--- src/rtl/divider_arbiter.sv ---
// divider_arbiter: round-robin sharing of one divider among NREQ requesters, with local divide-by-zero and a watchdog
module divider_arbiter #(
  parameter int NREQ = 4,
  parameter int WIDTH = 32,
  parameter int TIMEOUT = 64
) (
  input  logic                  clk,
  input  logic                  rst_n,
  input  logic [NREQ-1:0]       req_valid,
  output logic [NREQ-1:0]       req_ready,
  input  logic [NREQ*WIDTH-1:0] req_dividend,
  input  logic [NREQ*WIDTH-1:0] req_divisor,
  output logic [NREQ-1:0]       rsp_valid,
  output logic [WIDTH-1:0]      rsp_quotient,
  output logic [WIDTH-1:0]      rsp_remainder,
  output logic [1:0]            rsp_status,
  output logic                  div_start,
  output logic [WIDTH-1:0]      div_dividend,
  output logic [WIDTH-1:0]      div_divisor,
  input  logic                  div_done,
  input  logic [WIDTH-1:0]      div_quotient,
  input  logic [WIDTH-1:0]      div_remainder
);
  localparam int PW = $clog2(NREQ);
  localparam int CW = $clog2(TIMEOUT + 1);
  typedef enum logic [1:0] {IDLE, ISSUE, WAIT, RESP} state_t;
  state_t state;
  logic [PW-1:0] ptr, g, gi;
  logic [WIDTH-1:0] dvd, dvs, q, r, sel_a, sel_b;
  logic [CW-1:0] cnt;
  logic [1:0] st;
  logic any;
  always_comb begin
    gi = '0;
    for (int k = NREQ - 1; k >= 0; k--)
      if (req_valid[PW'((int'(ptr) + k) % NREQ)]) gi = PW'((int'(ptr) + k) % NREQ);
  end
  assign any = |req_valid;
  assign sel_a = req_dividend[int'(gi)*WIDTH +: WIDTH];
  assign sel_b = req_divisor[int'(gi)*WIDTH +: WIDTH];
  // ready is gated by rst_n so it drops the instant reset is asserted
  assign req_ready = (rst_n && state == IDLE && any) ? NREQ'(1) << gi : '0;
  assign rsp_valid = (state == RESP) ? NREQ'(1) << g : '0;
  assign div_start = state == ISSUE;
  assign div_dividend = dvd;
  assign div_divisor = dvs;
  assign rsp_quotient = q;
  assign rsp_remainder = r;
  assign rsp_status = st;
  always_ff @(posedge clk or negedge rst_n) begin
    if (!rst_n) begin
      state <= IDLE;
      ptr <= '0;
      g <= '0;
      dvd <= '0;
      dvs <= '0;
      cnt <= '0;
      q <= '0;
      r <= '0;
      st <= '0;
    end else begin
      case (state)
        IDLE: if (any) begin
          g <= gi;
          dvd <= sel_a;
          dvs <= sel_b;
          if (sel_b == '0) begin
            q <= '1;
            r <= sel_a;
            st <= 2'b01;
            state <= RESP;
          end else state <= ISSUE;
        end
        ISSUE: begin
          cnt <= '0;
          state <= WAIT;
        end
        WAIT: if (div_done) begin
          q <= div_quotient;
          r <= div_remainder;
          st <= 2'b00;
          state <= RESP;
        end else if (cnt == CW'(TIMEOUT - 1)) begin
          q <= '0;
          r <= '0;
          st <= 2'b10;
          state <= RESP;
        end else cnt <= cnt + CW'(1);
        RESP: begin
          ptr <= (g == PW'(NREQ - 1)) ? '0 : g + PW'(1);
          state <= IDLE;
        end
        default: state <= IDLE;
      endcase
    end
  end
endmodule
--- config.mk ---
export PLATFORM = sky130hd
export DESIGN_NAME = divider_arbiter
export DESIGN_NICKNAME = d
export VERILOG_FILES = /design/src/rtl/divider_arbiter.sv
export SDC_FILE = /design/constraint.sdc
export NUM_CORES = 1
export LEC_CHECK = 0
export BUFFER_PORTS_ARGS = -buffer_cell sky130_fd_sc_hd__buf_2
export CORE_AREA = 8 8 175 177
export DETAILED_ROUTE_END_ITERATION = 6
export DIE_AREA = 0 0 183 185
export PLACE_DENSITY = 0.61
export SKIP_LAST_GASP = 1
export SLEW_MARGIN = 20
export SYNTH_ARGS = -nofsm -noshare
export SYNTH_HDL_FRONTEND = slang
export SYNTH_SLANG_ARGS = --single-unit
--- constraint.sdc ---
create_clock -name clk -period 3.8 [get_ports clk]
set_input_delay 0.76 -clock clk [delete_from_list [all_inputs] [get_ports clk]]
set_output_delay 0.76 -clock clk [all_outputs]
set_load 0.02 [all_outputs]
==> results.toml, run 1 <==
[worst_setup_path]
endpoint_kind = "register"
startpoint = "ptr[1]"
worstPathRequired_ns = 4.11
cp_data_arrival_time_ns = 3.95
worstPathMaxFanout = 57
r2r-start = "ptr[1]"
critPathKind = "reg2reg"
rrSetupSlack_ns = 0.16
start_kind = "register"

[route]
vias_per_cell = 5.354
routed.top_layer = "met5"
antenna_left = 0
wl_per_cell_um = 19.93
wl_met2_um = 19430
via_count = 10650
drt_iter0_drc = 638
wl_um = 39660
met3_length_um = 3173
m1WireLength_um = 15790
drc_errors = 0
drt_pre_antenna_iters = 7

[timing]
slew_headroom = 0.3859
final_max_slew_viol_count = 0
hold_viol = 0
setup_viol = 0
tightestPinTransition_ns = 0.9212
max_freq_mhz = 274.7
rsz0062_at_grt = "true"
period_minus_slack_ns = 3.640
worst_slack_ns = 0.1599
skew_ns = 0.01544
fin_crit_sh = 0.9579

[logic_synthesis]
netlist.top_cell.by_area = "dfrtp_1"
synth_cells = 1170
synth_edf_count = 0
syn_area_mm2 = 0.009816
synth-seq-cells = 143
post_synth_num_cell_types = 43
ys.flop_type = "dfrtp_1"
ys_warn_count = 0
synth.top_cell.area_share = 0.3646
synth.area.top_cells = "dfrtp_1, nand2_1, mux2_2"
ys_seq_area_frac = 0.3646
synthesis.nets = 1507
synthArstFlopShare = 1.000
avgSynthCellArea_um2 = 8.389

[cts]
h-tree-depth = 4
cts_tree = "done"
postCtsSetupBuffers = 0
numCtsBuffers = 17
cts_buffer_depth = 2
clock_sinks = 143
clk_latency_ns = 0.42
clkSlewWorstSetupHoldPaths_ns = 0.07
cts_root_buf = "clkbuf_16"

[min_path]
holdCritPathClass = "in2async"

[global_route]
grt_pass1_wl_um = 61310
grt_pass1_vias = 10830
antenna_found_initial = 4
grt_util_all_layers = 0.2262
grt_overflow = 0
grt_max_degree = 133

[cells_and_area]
layout-drive-gt1-share = 0.4056
stdcell_count = 1990
layout_common_cells = "buf_2, nand2_1, dfrtp_1"
postLayoutCellArea_mm2 = 0.01336
syn2layout_area_growth_pct = 36.13
final_common_cell = "buf_2"
final_nets = 1929

[placed_design]
place_area_mm2 = 0.01271
dp.cells = 1957
dp_slack_ns = -0.3433
post-dp-hpwl_um = 29700
portBuffers = 465
finalWeightedCongestion = 0.9111

[run_status]
outcome = "finished, final reports clean"

[floorplan]
die_h_um = 185
die_area_mm2 = 0.03386
design.core.area_mm2 = 0.02808
start_util = 0.3495
io_pins = 466
die_x_um = 183
rows = 62

[run]
drv_cap = 0

[pwr]
power_density_mw_per_mm2 = 827.7
peakVddDrop_mv = 0.3697
p_leak_nw = 6.593
-- Yosys cell counts, drive strengths merged (10+ instances only) --
| master | instances |
|---|---|
| nand2 | 201 |
| dfrtp | 143 |
| o21ai | 119 |
| clkbuf | 87 |
| and3 | 68 |
| mux2 | 66 |
| a211oi | 65 |
| mux2i | 65 |
| nand3 | 51 |
| nor2 | 46 |
| inv | 44 |
| nand4 | 32 |
| o31ai | 32 |
| buf | 30 |
| a31oi | 20 |
| a221oi | 19 |
| o22ai | 16 |
| a222oi | 14 |
| ha | 10 |
-- state kept, by name, summed over array words and instances, names as in the netlist --
name,count
div_dividend,32
rsp_remainder,32
g,2
rsp_quotient,32
div_divisor,32
cnt,7
rsp_status,2
state,2
ptr,2
-- final cells by class --
cell class / count / area (um2)
Timing Repair Buffer: 520 / 2872
Clock buffer: 19 / 452.9
Antenna cell: 1 / 2.502
Multi-Input combinational cell: 866 / 5658
Clock inverter: 13 / 152.6
Tap cell: 384 / 480.5
Sequential cell: 143 / 3578
Inverter: 44 / 165.2
Fill cell: 2831 / 14720
-- metal layers --
metal / track usage / vias to the layer above
met2: 0.3894 / 459
met5: 0 / -
met1: 0.2654 / 5017
met3: 0.06571 / 64
met4: 0.07970 / 8
li1: - / 5106
-- critical path, cell delays in order (launching register included) --
cell and delay (ns):
dfrtp_1 0.49, and3b_1 0.24, o21ai_4 0.25, nand2_2 0.14
buf_12 0.22, a211oi_1 0.47, o22ai_1 0.21, nor4_2 0.23
buf_4 0.16, and4_2 0.32, o21ai_4 0.22, buf_12 0.23
a221oi_1 0.30
-- metrics by stage --
step / TNS (ns) / util / hold slack [ns] / total power [mW]
floorplan: 0 / - / 0.4644 / 7.011
global placement: -14.91 / 0.4527 / 0.4576 / 9.248
detailed placement: -17.41 / 0.4527 / 0.4619 / 9.355
CTS: 0 / 0.4742 / 0.2525 / 11.16
global route: -0.002775 / 0.4757 / 0.2586 / 11.91
finish: 0 / 0.4758 / 0.2552 / 11.06
-- kinds of logic after synthesis --
group | share of synthesized area
AOI/OAI and AO/OA | 0.2075
muxes | 0.1420
and+or+nand+nor | 0.2004
xor gates and xnor gates | 0.003570
buffers and inverters | 0.06922
DFF | 0.3646
adders and majority gates | 0.01275
-- final timing paths --
check,endpoint,depth (start not counted)
worst max-delay path,rsp_quotient[9],12
worst min-delay path,div_divisor[12],1
worst max register to register,rsp_quotient[9],12
worst min register to register,div_divisor[6],2
max in group asynchronous,rsp_remainder[27],2
min in group clk,div_divisor[6],2
-- report_power, final --
group / switching (mW) / internal (mW) / total (mW)
Sequential: 0.466 / 2.25 / 2.71
Clock: 0.747 / 1.02 / 1.77
Combinational: 4.12 / 2.46 / 6.58
-- repair_timing --
item,in CTS,in global routing
gates resized for setup,0,8
endpoints found under the setup margin,0,66
hold buffers,0,0
Note: power is estimated with default switching activity, not from simulation.
==> run 2: changes to the inputs <==
==> constraint.sdc (replaced) <==
create_clock -name clk -period 4.3 [get_ports clk]
set_input_delay 0.86 -clock clk [delete_from_list [all_inputs] [get_ports clk]]
set_output_delay 0.86 -clock clk [all_outputs]
set_load 0.02 [all_outputs]
==> run 2 against run 1 <==
Effect of this change: core utilization fell by 0.84 points; flip-flop and latch count did not move; power fell by 13%; final cell count fell by 1.1%.
==> results.toml, run 2 (same netlist as run 1, synthesis figures left out) <==
[global_route]
grt_overflow = 0
grt_max_degree = 93
grt_pass1_vias = 10750
antenna_found_initial = 5
grt_util_all_layers = 0.2277
grt_pass1_wl_um = 61430

[timing]
rsz0062_at_grt = "false"
max_freq_mhz = 273.5
setup_viol = 0
period_minus_slack_ns = 3.657
hold_viol = 0
skew_ns = 0.01809
final_max_slew_viol_count = 0
slew_headroom = 0.3001
fin_crit_sh = 0.8505
tightestPinTransition_ns = 1.048
fin_setup_tns_ns = 0

[cts]
postCtsResizedCells = 0
clock_sinks = 143
cts_buffer_depth = 2
cts_tree = "done"
cts_root_buf = "clkbuf_16"
h-tree-depth = 4
hold_buffers = 0
clkSlewWorstSetupHoldPaths_ns = 0.07
clk_latency_ns = 0.42
numCtsBuffers = 17
postCtsSetupBuffers = 0

[pwr]
p_leak_nw = 6.467
peakVddDrop_mv = 0.3710
power_density_mw_per_mm2 = 732.0

[route]
vias_per_cell = 5.357
via_count = 10550
drc_errors = 0
wl_um = 39910
drt_iter0_drc = 734
drt_pre_antenna_iters = 7
antenna_left = 0
wl_per_cell_um = 20.27

[floorplan]
die_h_um = 185
die_area_mm2 = 0.03386
io_pins = 466
design.core.area_mm2 = 0.02808
die_x_um = 183
rows = 62
start_util = 0.3495

[run]
drv_cap = 0

[worst_setup_path]
cp_data_arrival_time_ns = 3.96
reg2reg_depth = 11
worstPathMaxFanout = 67
worstPathRequired_ns = 4.61
endpoint_kind = "register"
critPathKind = "in2reg"
start_kind = "input pin"

[placed_design]
dp.cells = 1936
place_area_mm2 = 0.01253
portBuffers = 465
finalWeightedCongestion = 0.9282
post-dp-hpwl_um = 29760

[cells_and_area]
syn2layout_area_growth_pct = 33.72
stdcell_count = 1969
final_nets = 1908
postLayoutCellArea_mm2 = 0.01313
fill_cells = 2859
final_common_cell = "buf_2"
layout_common_cells = "buf_2, nand2_1, dfrtp_1"
layout-drive-gt1-share = 0.3927

[min_path]
holdCritPathClass = "in2async"

[run_status]
outcome = "finished, final reports clean"
run 2: changes by cell type in the layout (fill, tap and decap cells not counted), moves of 3 or more:
| cell | change |
|---|---|
| a211oi_2 | -7 |
| buf_4 | -19 |
| inv_8 | +3 |
| a211oi_1 | +7 |
run 2: critical path: stages:
cell	delay [ns]
buf_2	0.14
nand3b_1	0.12
o221a_2	0.34
nand2_2	0.11
buf_12	0.21
a211oi_1	0.43
o22ai_1	0.13
nor4_1	0.30
buf_4	0.17
and4_2	0.33
o21ai_4	0.21
buf_12	0.25
a221oi_1	0.31
run 2: final timing paths:
check                                      from                 to  slack [ns]
worst max-delay path               req_valid[3]   rsp_quotient[14]        0.64
worst min-delay path                      rst_n    div_divisor[11]        0.26
worst max register to register           ptr[1]   rsp_quotient[14]        0.72
worst min register to register  div_divisor[22]    div_divisor[22]        0.48
max in group asynchronous                 rst_n  rsp_remainder[19]        2.86
min in group clk                div_divisor[22]    div_divisor[22]        0.48
run 2: per-stage QoR:
step / utilization / hold WS, ns / power [mW] / setup slack (ns)
3_3_place_gp: 0.4462 / 0.4556 / 8.035 / 0.3536
5_1_grt: 0.4673 / 0.2489 / 10.35 / 0.4677
3_5_place_dp: 0.4462 / 0.4656 / 8.141 / 0.2378
4_1_cts: 0.4673 / 0.2494 / 9.704 / 0.6735
6_report: 0.4674 / 0.2610 / 9.607 / 0.6431
2_1_floorplan: - / 0.4973 / 6.196 / 0.8437
run 2: area by class of cell:
cell class,instances,area (um2),share of cell area
Inverter,44,165.2,0.01258
Antenna cell,1,2.502,0.0001907
Clock inverter,15,167.7,0.01277
Timing Repair Buffer,499,2689,0.2049
Multi-Input combinational cell,866,5617,0.4279
Tap cell,384,480.5,0.03661
Clock buffer,17,425.4,0.03241
Sequential cell,143,3578,0.2726
run 2: power by group:
part	switching (mW)	internal [mW]	leakage (nW)
clock network	0.701	0.832	0.292
registers	0.418	1.98	1.75
logic	3.61	2.06	4.43
total	4.73	4.87	6.47
run 2: routing by layer:
layer	track usage	wire, um
met3	0.06669	2989
met4	0.06083	810
met2	0.4032	20080
met1	0.2651	15990
met5	0	46
